[config.mk]
export PLATFORM = sky130hd
export DESIGN_NAME = shiftreg_tx
export DESIGN_NICKNAME = d
export VERILOG_FILES = /design/src/rtl/shiftreg_pkg.sv /design/src/rtl/bit_counter.sv /design/src/rtl/shiftreg_tx.sv
export SDC_FILE = /design/constraint.sdc
export NUM_CORES = 1
export LEC_CHECK = 0
export ABC_CLOCK_PERIOD_IN_PS = 3400
export BUFFER_PORTS_ARGS = -buffer_cell sky130_fd_sc_hd__buf_2
export CAP_MARGIN = 0
export CORE_ASPECT_RATIO = 1.4
export CORE_UTILIZATION = 47
export DETAILED_ROUTE_END_ITERATION = 6
export GPL_TIMING_DRIVEN = 0
export PLACE_DENSITY = 0.73
export SYNTH_ARGS = -nofsm -noshare
export SYNTH_HDL_FRONTEND = slang
export SYNTH_SLANG_ARGS = --single-unit
[constraint.sdc]
create_clock -name clk -period 3.4 [get_ports clk]
set_clock_uncertainty 0.1 [all_clocks]
set_input_delay 0.51 -clock clk [delete_from_list [all_inputs] [get_ports clk]]
set_output_delay 0.51 -clock clk [all_outputs]
set_load 0.02 [all_outputs]
[src/rtl/shiftreg_pkg.sv]
// shiftreg_pkg: state type and word width shared by shiftreg_tx and shiftreg
package shiftreg_pkg;
    localparam int SHIFT_WIDTH = 51;
    typedef enum logic [1:0] {IDLE, SHIFT, PARITY, DONE} tx_state_t;
endpackage

[src/rtl/bit_counter.sv]
// bit_counter: saturating up-counter with clear, enable and terminal-count flag
module bit_counter #(
    parameter int W   = 6,
    parameter int MAX = 50
) (
    input  logic         clk,
    input  logic         nreset,
    input  logic         clr,
    input  logic         en,
    output logic [W-1:0] cnt,
    output logic         tc
);
    assign tc = cnt == W'(MAX);
    always_ff @(posedge clk or negedge nreset)
        if (!nreset) cnt <= '0;
        else if (clr) cnt <= '0;
        else if (en && !tc) cnt <= cnt + 1'b1;
endmodule

[src/rtl/shiftreg_tx.sv]
// shiftreg_tx: parallel-in serial-out sender for shiftreg; SHIFTREG_TX_PARITY_EN appends an even-parity bit
module shiftreg_tx
    import shiftreg_pkg::*;
#(
    parameter int WIDTH     = SHIFT_WIDTH,
    parameter bit MSB_FIRST = 1'b1
) (
    input  logic             clk,
    input  logic             nreset,
    input  logic             load_valid,
    output logic             load_ready,
    input  logic [WIDTH-1:0] load_data,
    input  logic             tx_stall,
    output logic             x_n,
    output logic             ready_out,
    output logic             busy,
    output logic             done
);
    localparam int CW = $clog2(WIDTH + 1);
    tx_state_t state, next;
    logic [WIDTH-1:0] sr;
    logic [CW-1:0] cnt;
    logic tc, up, load, shift;
    assign load  = state == IDLE && load_valid && up;
    assign shift = state == SHIFT && !tx_stall;
    assign busy  = state != IDLE;
    bit_counter #(.W(CW), .MAX(WIDTH - 1)) u_cnt (
        .clk(clk), .nreset(nreset), .clr(load), .en(shift), .cnt(cnt), .tc(tc)
    );
    // up keeps load_ready low until the first edge after reset release
    always_ff @(posedge clk or negedge nreset)
        if (!nreset) begin
            state <= IDLE;
            up    <= 1'b0;
            sr    <= '0;
        end else begin
            state <= next;
            up    <= 1'b1;
            if (load) sr <= load_data;
            else if (shift) sr <= MSB_FIRST ? {sr[WIDTH-2:0], 1'b0} : {1'b0, sr[WIDTH-1:1]};
        end
`ifdef SHIFTREG_TX_PARITY_EN
    logic par;
    always_ff @(posedge clk or negedge nreset)
        if (!nreset) par <= 1'b0;
        else if (load) par <= ^load_data;
`endif
    always_comb begin
        next       = state;
        load_ready = 1'b0;
        ready_out  = 1'b0;
        x_n        = 1'b0;
        done       = 1'b0;
        case (state)
            IDLE: begin
                load_ready = up;
                if (load) next = SHIFT;
            end
            SHIFT: begin
                x_n       = MSB_FIRST ? sr[WIDTH-1] : sr[0];
                ready_out = !tx_stall;
`ifdef SHIFTREG_TX_PARITY_EN
                if (shift && tc) next = PARITY;
`else
                if (shift && tc) next = DONE;
`endif
            end
`ifdef SHIFTREG_TX_PARITY_EN
            PARITY: begin
                x_n       = par;
                ready_out = !tx_stall;
                if (!tx_stall) next = DONE;
            end
`endif
            DONE: begin
                done = 1'b1;
                next = IDLE;
            end
            default: ;
        endcase
    end
    assert property (@(posedge clk) disable iff (!nreset) state == SHIFT |-> cnt <= CW'(WIDTH - 1));
endmodule

# Word level (Yosys, flattened, before mapping)
# Index checks and enable logic that the tools add are counted.
# W data, S select, Z words.
dict set report totals {
  out_inout_bits 5
  register_bits 60
}
dict set report op_classes {
  n_mux 11
  n_eq_ne 5
  reduce_logical 13
  addsub 1
}
# op n
set ops {}
lappend ops {{$mux W51} 2}
lappend ops {{$mux W6} 2}
lappend ops {{$add A6 B1 Y6 const B} 1}
lappend ops {{$eq A6 B6 Y1 const B} 1}
lappend ops {{$pmux W2 S3} 1}
lappend ops {{$reduce_bool A2 Y1} 3}
lappend ops {{$logic_and A1 B1 Y1} 5}
lappend ops {{$mux W1} 4}
lappend ops {{$mux W2} 2}
lappend ops {{$reduce_and A3 Y1} 1}
lappend ops {{$reduce_bool A3 Y1} 1}
lappend ops {{$eq A2 B1 Y1 const B} 1}
lappend ops {{$eq A2 B2 Y1 const B} 1}
lappend ops {{$logic_not A1 Y1} 2}
lappend ops {{$logic_not A2 Y1} 1}
lappend ops {{$ne A2 B1 Y1 const B} 1}
lappend ops {{$ne A2 B2 Y1 const B} 1}

# Depth between registers and ports, before layout
dict set report logic_depth {
  depth_word 5
  depth_mapped 5
  ltp_nobuf 4
}

# Modules after synthesis
# From an unflattened synthesis, not the netlist that was laid out.
dict set report hier_totals {
  cells_unflattened 331
  area_unflattened_um2 3079.2
}
# module area_per_inst_um2 n_inst cells_each
set by_module_without_submodules {}
lappend by_module_without_submodules {shiftreg_tx 2721.4 1 293}
lappend by_module_without_submodules {bit_counter 357.8 1 38}

# Worst setup path after synthesis
# Ideal clock, no wire load.
dict set report synth_path {
  path_kind {input to output}
  from {in tx_stall}
  to {out ready_out}
  slack_ns 1.558
  required_ns 2.790
  t_arrival_ns 1.232
  n_path_buf 1
  path_stages 3
  cell_sequence {or3b_1 > clkinv_1 > buf_2}
}
dict set report synth_between {
  elab_chain_cells 2
}
# element line
set synth_lines {}
lappend synth_lines {{start, declared} shiftreg_tx.sv:13} ;# input logic tx_stall,
lappend synth_lines {{$logic_not A1 Y1} shiftreg_tx.sv:61} ;# ready_out = !tx_stall;
lappend synth_lines {{$mux W1} shiftreg_tx.sv:54} ;# case (state)
lappend synth_lines {{end, declared} shiftreg_tx.sv:15} ;# output logic ready_out,
# Every way passes these cells.

# Final worst setup path
dict set report layout_path {
  from {reg state[1]}
  to {out ready_out}
}
dict set report layout_between {
  elab_chain_cells 2
}
# element line
set layout_lines {}
lappend layout_lines {{start, declared} shiftreg_tx.sv:20} ;# tx_state_t state, next;
lappend layout_lines {{start signal, assigned} shiftreg_tx.sv:37} ;# state <= next;
lappend layout_lines {{$eq A2 B1 Y1} shiftreg_tx.sv:54}
lappend layout_lines {{$mux W1} shiftreg_tx.sv:54}
# Every way passes these cells.

==> run summary <==
TritonCTS built the clock tree. After synthesis, the most frequently instantiated cells are dfrtp_1 (60), nand2_1 (58), nand3_1 (50). Of all flip-flops after synthesis, the portion carrying an async set or reset was 100%. The setup path with the least slack is of type flip-flop to output pin. Predominant post-synthesis flop cell: dfrtp_1. The number of enable flip-flop cells after synthesis was 0. The period utilization was 72.2%. Setup repair after global routing left no endpoint under its margin. The count of antenna-violating nets left after detailed routing is 0.

The cell area that synthesis handed to floorplanning was 2690 sq um. The run gives 0 as the max capacitance violation total. In this run the power spent charging and discharging nets is 0.589 mW.

The number of hold buffers added after CTS was 0. For the worst setup path, the data arrival time is 1.85 ns. For the worst setup path, the data required time is 2.79 ns. In this run the cell area measured after placement is 3070 sq um. Sum of negative setup slack: 0 ns.

The delay of the slowest cell on the worst path was 0.46 ns. The floorplan step set the die width to 65.9 microns. The average instance in the mapped netlist occupies 9.69 sq um. Setup violations remaining at the end of the flow were counted as 0. The die covers 6020 sq um. Clock-pin slew was measured on the worst setup and hold paths at 0.06 ns. The net count reported at finish was 404. The via count was 2368. The tools report the max-slew violation count as 0. In this run the critical register-to-register path is captured at sr[19]. In this run the number of cells on the critical path is 4. After clock tree synthesis, the setup repair step added 0 buffers.

Routability-driven placement finished with a final weighted congestion of 0.785. The count of cells in the finished layout, fillers not included, comes to 418. The cell taking the most area after synthesis is dfrtp_1. The insertion delay of the later-clocked pin in the worst-skew pair is 0.33 ns. The worst pin sits at a relative slew slack of 50.1%. The leakage power figure is 1.74 nW.

The type of element capturing the critical path is an output pin. In this run the worst path has a maximum fanout of 10. The tightest hold path in the finished design has a slack of 0.155 ns.

Overall power consumption after layout is estimated at 1.94 mW. CTS placed an instance of clkbuf_8 at the clock tree root. The tools report the H-tree level count as 3. Entering global routing, the biggest net connects 61 pins. The routed design could run at a clock period as short as 2.46 ns. After synthesis, the largest area contributor takes up 55.9% of total cell area. Traced cell by cell, the critical path runs through or3b_1 -> clkinv_1 -> buf_2 -> buf_2.

Internal power comes to 1.35 mW. The logs give 0 for the leftover overflow at the end of global routing and 494 for the number of fill cells. Fraction of power consumed by the clock network: 29.2%. The cell family contributing the most delay on the critical path is buffers and inverters.

The number of global-route vias before repair is 2319. For the number of DRC markers in iteration 0, the log shows 156. The tools report the count of endpoints failing hold in the final timing report as 0. The starting utilization of the core area was 48.6%; the Yosys warning count was 0. The number of cells on the worst reg-to-reg path was 5; the slew at the pin with the worst max-slew slack was 0.749 ns. Startpoint type of the worst setup path: a flip-flop. The run gives 334 as the net count after synthesis. Detailed placement finished with a half-perimeter wire length of 4.15 mm.

The power density of the placed cells works out to 599 nW/um^2. The number of standard-cell rows in the floorplan was 32. The initial antenna violation count is 0.

The first detailed-routing pass took 5 iterations. The logs give 3240 sq um for the post-route cell area and 6.09 mm for the wire length reported by the detailed router. The flow ran to the end, and the final reports show no timing, DRC or antenna violations.

Buffers inserted during clock tree synthesis total 9. From bottom edge to top edge, the die measures 91.4 microns. The core region is 5530 sq um. Flop and latch count out of synthesis: 60. In this run the critical register-to-register path is launched from state[1]. The run gives 50.4% as the sequential cell fraction of total power. Across every metal layer, demand over resource in global routing totals 22.1%. The first global-routing pass estimated 10.2 mm of wire. In this run switching power makes up 30.3% of total power.

The logs give 0 for the antenna diode count and 0.311 mV for the maximum VDD drop. Among all cell types in the netlist, the one instantiated most often is dfrtp_1. During placement, the flow inserted port buffers numbering 59. The number of buffers and inverters on the critical path works out to 3.

Clock tree synthesis found a total of 60 sinks. The I/O pin count came out at 60. Critical path's most frequent cell: buf_2. The worst hold path belongs to the class input pin to async pin.

Sorting the synthesized cells by area gives the leading types as dfrtp_1 (56%), a22oi_1 (13%), nand3_1 (9.3%). The logs give 1.53 ns for the register-to-register setup slack and 0 for the number of remaining DRC errors. The number of placed instances, taps included, is 404. In this run, distinct cell masters in the synthesized netlist total 32.

The share of the Yosys chip area taken by registers is 55.9%. In this run, the combinational gates consume 20.3% of the power. After detailed routing, the average wire length per cell comes to 14.6 microns.

Area growth from synthesis to final layout: 20.8%. In this run the deepest clock path goes through 2 buffers. The cell count after synthesis came out at 277. On the critical path, the stage with the largest delay is an instance of or3b_1. For the highest achievable clock rate, the log shows 0.407 GHz. Using the TritonRoute via totals, the vias-per-cell ratio works out to 5.67. The total of cells resized after clock tree synthesis is 0, and the share of cells above drive strength 1 is 23.4%.
[state kept, by name (all words and copies together), names as in the netlist]
name,count
sr,51
u_cnt.cnt,6
state,2
up,1
[stage by stage]
step | utilization [%] | setup slack, ns
after floorplan | - | 1.56
after global routing | 58.7 | 0.878
after CTS | 58.7 | 0.940
after detailed placement | 55.5 | 1.15
after global placement | 55.5 | 1.15
final | 58.7 | 0.944
[layer usage]
| layer | track usage (%) | part of all wire (%) | up-vias |
|---|---|---|---|
| met1 | 28.1 | 43 | 1158 |
| li1 | - | - | 1133 |
| met3 | 3.77 | 5.4 | 10 |
| met4 | 10.3 | 1.8 | 0 |
| met2 | 35.6 | 50 | 67 |
| met5 | 0 | 0 | - |
[area by class of cell]
cell class | instances | area (sq um) | area share [%]
Sequential cell | 60 | 1500 | 46.3
Tap cell | 68 | 85.1 | 2.62
Buffer | 23 | 95.1 | 2.93
Inverter | 4 | 15.0 | 0.463
Clock buffer | 12 | 165 | 5.09
Multi-Input combinational cell | 190 | 1070 | 33.1
Clock inverter | 2 | 10.0 | 0.309
Timing Repair Buffer | 59 | 298 | 9.18
[how the worst max path moves through the flow]
stage                 to  startpoint  slack (ns)
6_report       ready_out    state[1]        0.94
5_1_grt        ready_out    state[1]        0.88
4_1_cts        ready_out    state[1]        0.94
3_5_place_dp   ready_out    tx_stall        1.15
3_3_place_gp   ready_out    tx_stall        1.15
2_1_floorplan  ready_out    tx_stall        1.56
[power groups by stage]
stage               Clock (mW)  Combinational, mW  Sequential, mW
finish                   0.567              0.395           0.980
global route             0.608              0.454           0.999
CTS                      0.582              0.401           0.977
detailed placement           0              0.399           0.989
global placement             0              0.385           0.983
floorplan                    0              0.284           0.959
[cells in the final DEF, fill, tap and decap left out, drive strengths merged]
cell and count:
a21oi 3, a22o 1, a22oi 48, a31oi 2, a41o 1, and2 1
and4bb 1, buf 73, clkbuf 21, clkinv 3, conb 1, dfrtp 60
ha 2, inv 3, mux2i 2, nand2 58, nand2b 1, nand3 50
nand4 1, nand4bb 1, nor2 5, nor3b 1, o211ai 1, o21ai 2
o2bb2ai 1, o31ai 2, or2 1, or3 1, or3b 1, or4 1
or4bb 1
[cells by family (layout without fill, tap and decap cells)]
kind of cell    after synthesis  in the layout  synth area share, %
fa+ha+maj                     2              2                0.932
simple gates                124            124                 21.5
compound gates               61             61                 16.7
flops                        60             60                 55.9
mux                           2              2                0.746
other cells                   1              1                0.140
buf+inv                      27            100                 4.10
Note: power is estimated with default switching activity, not from simulation.
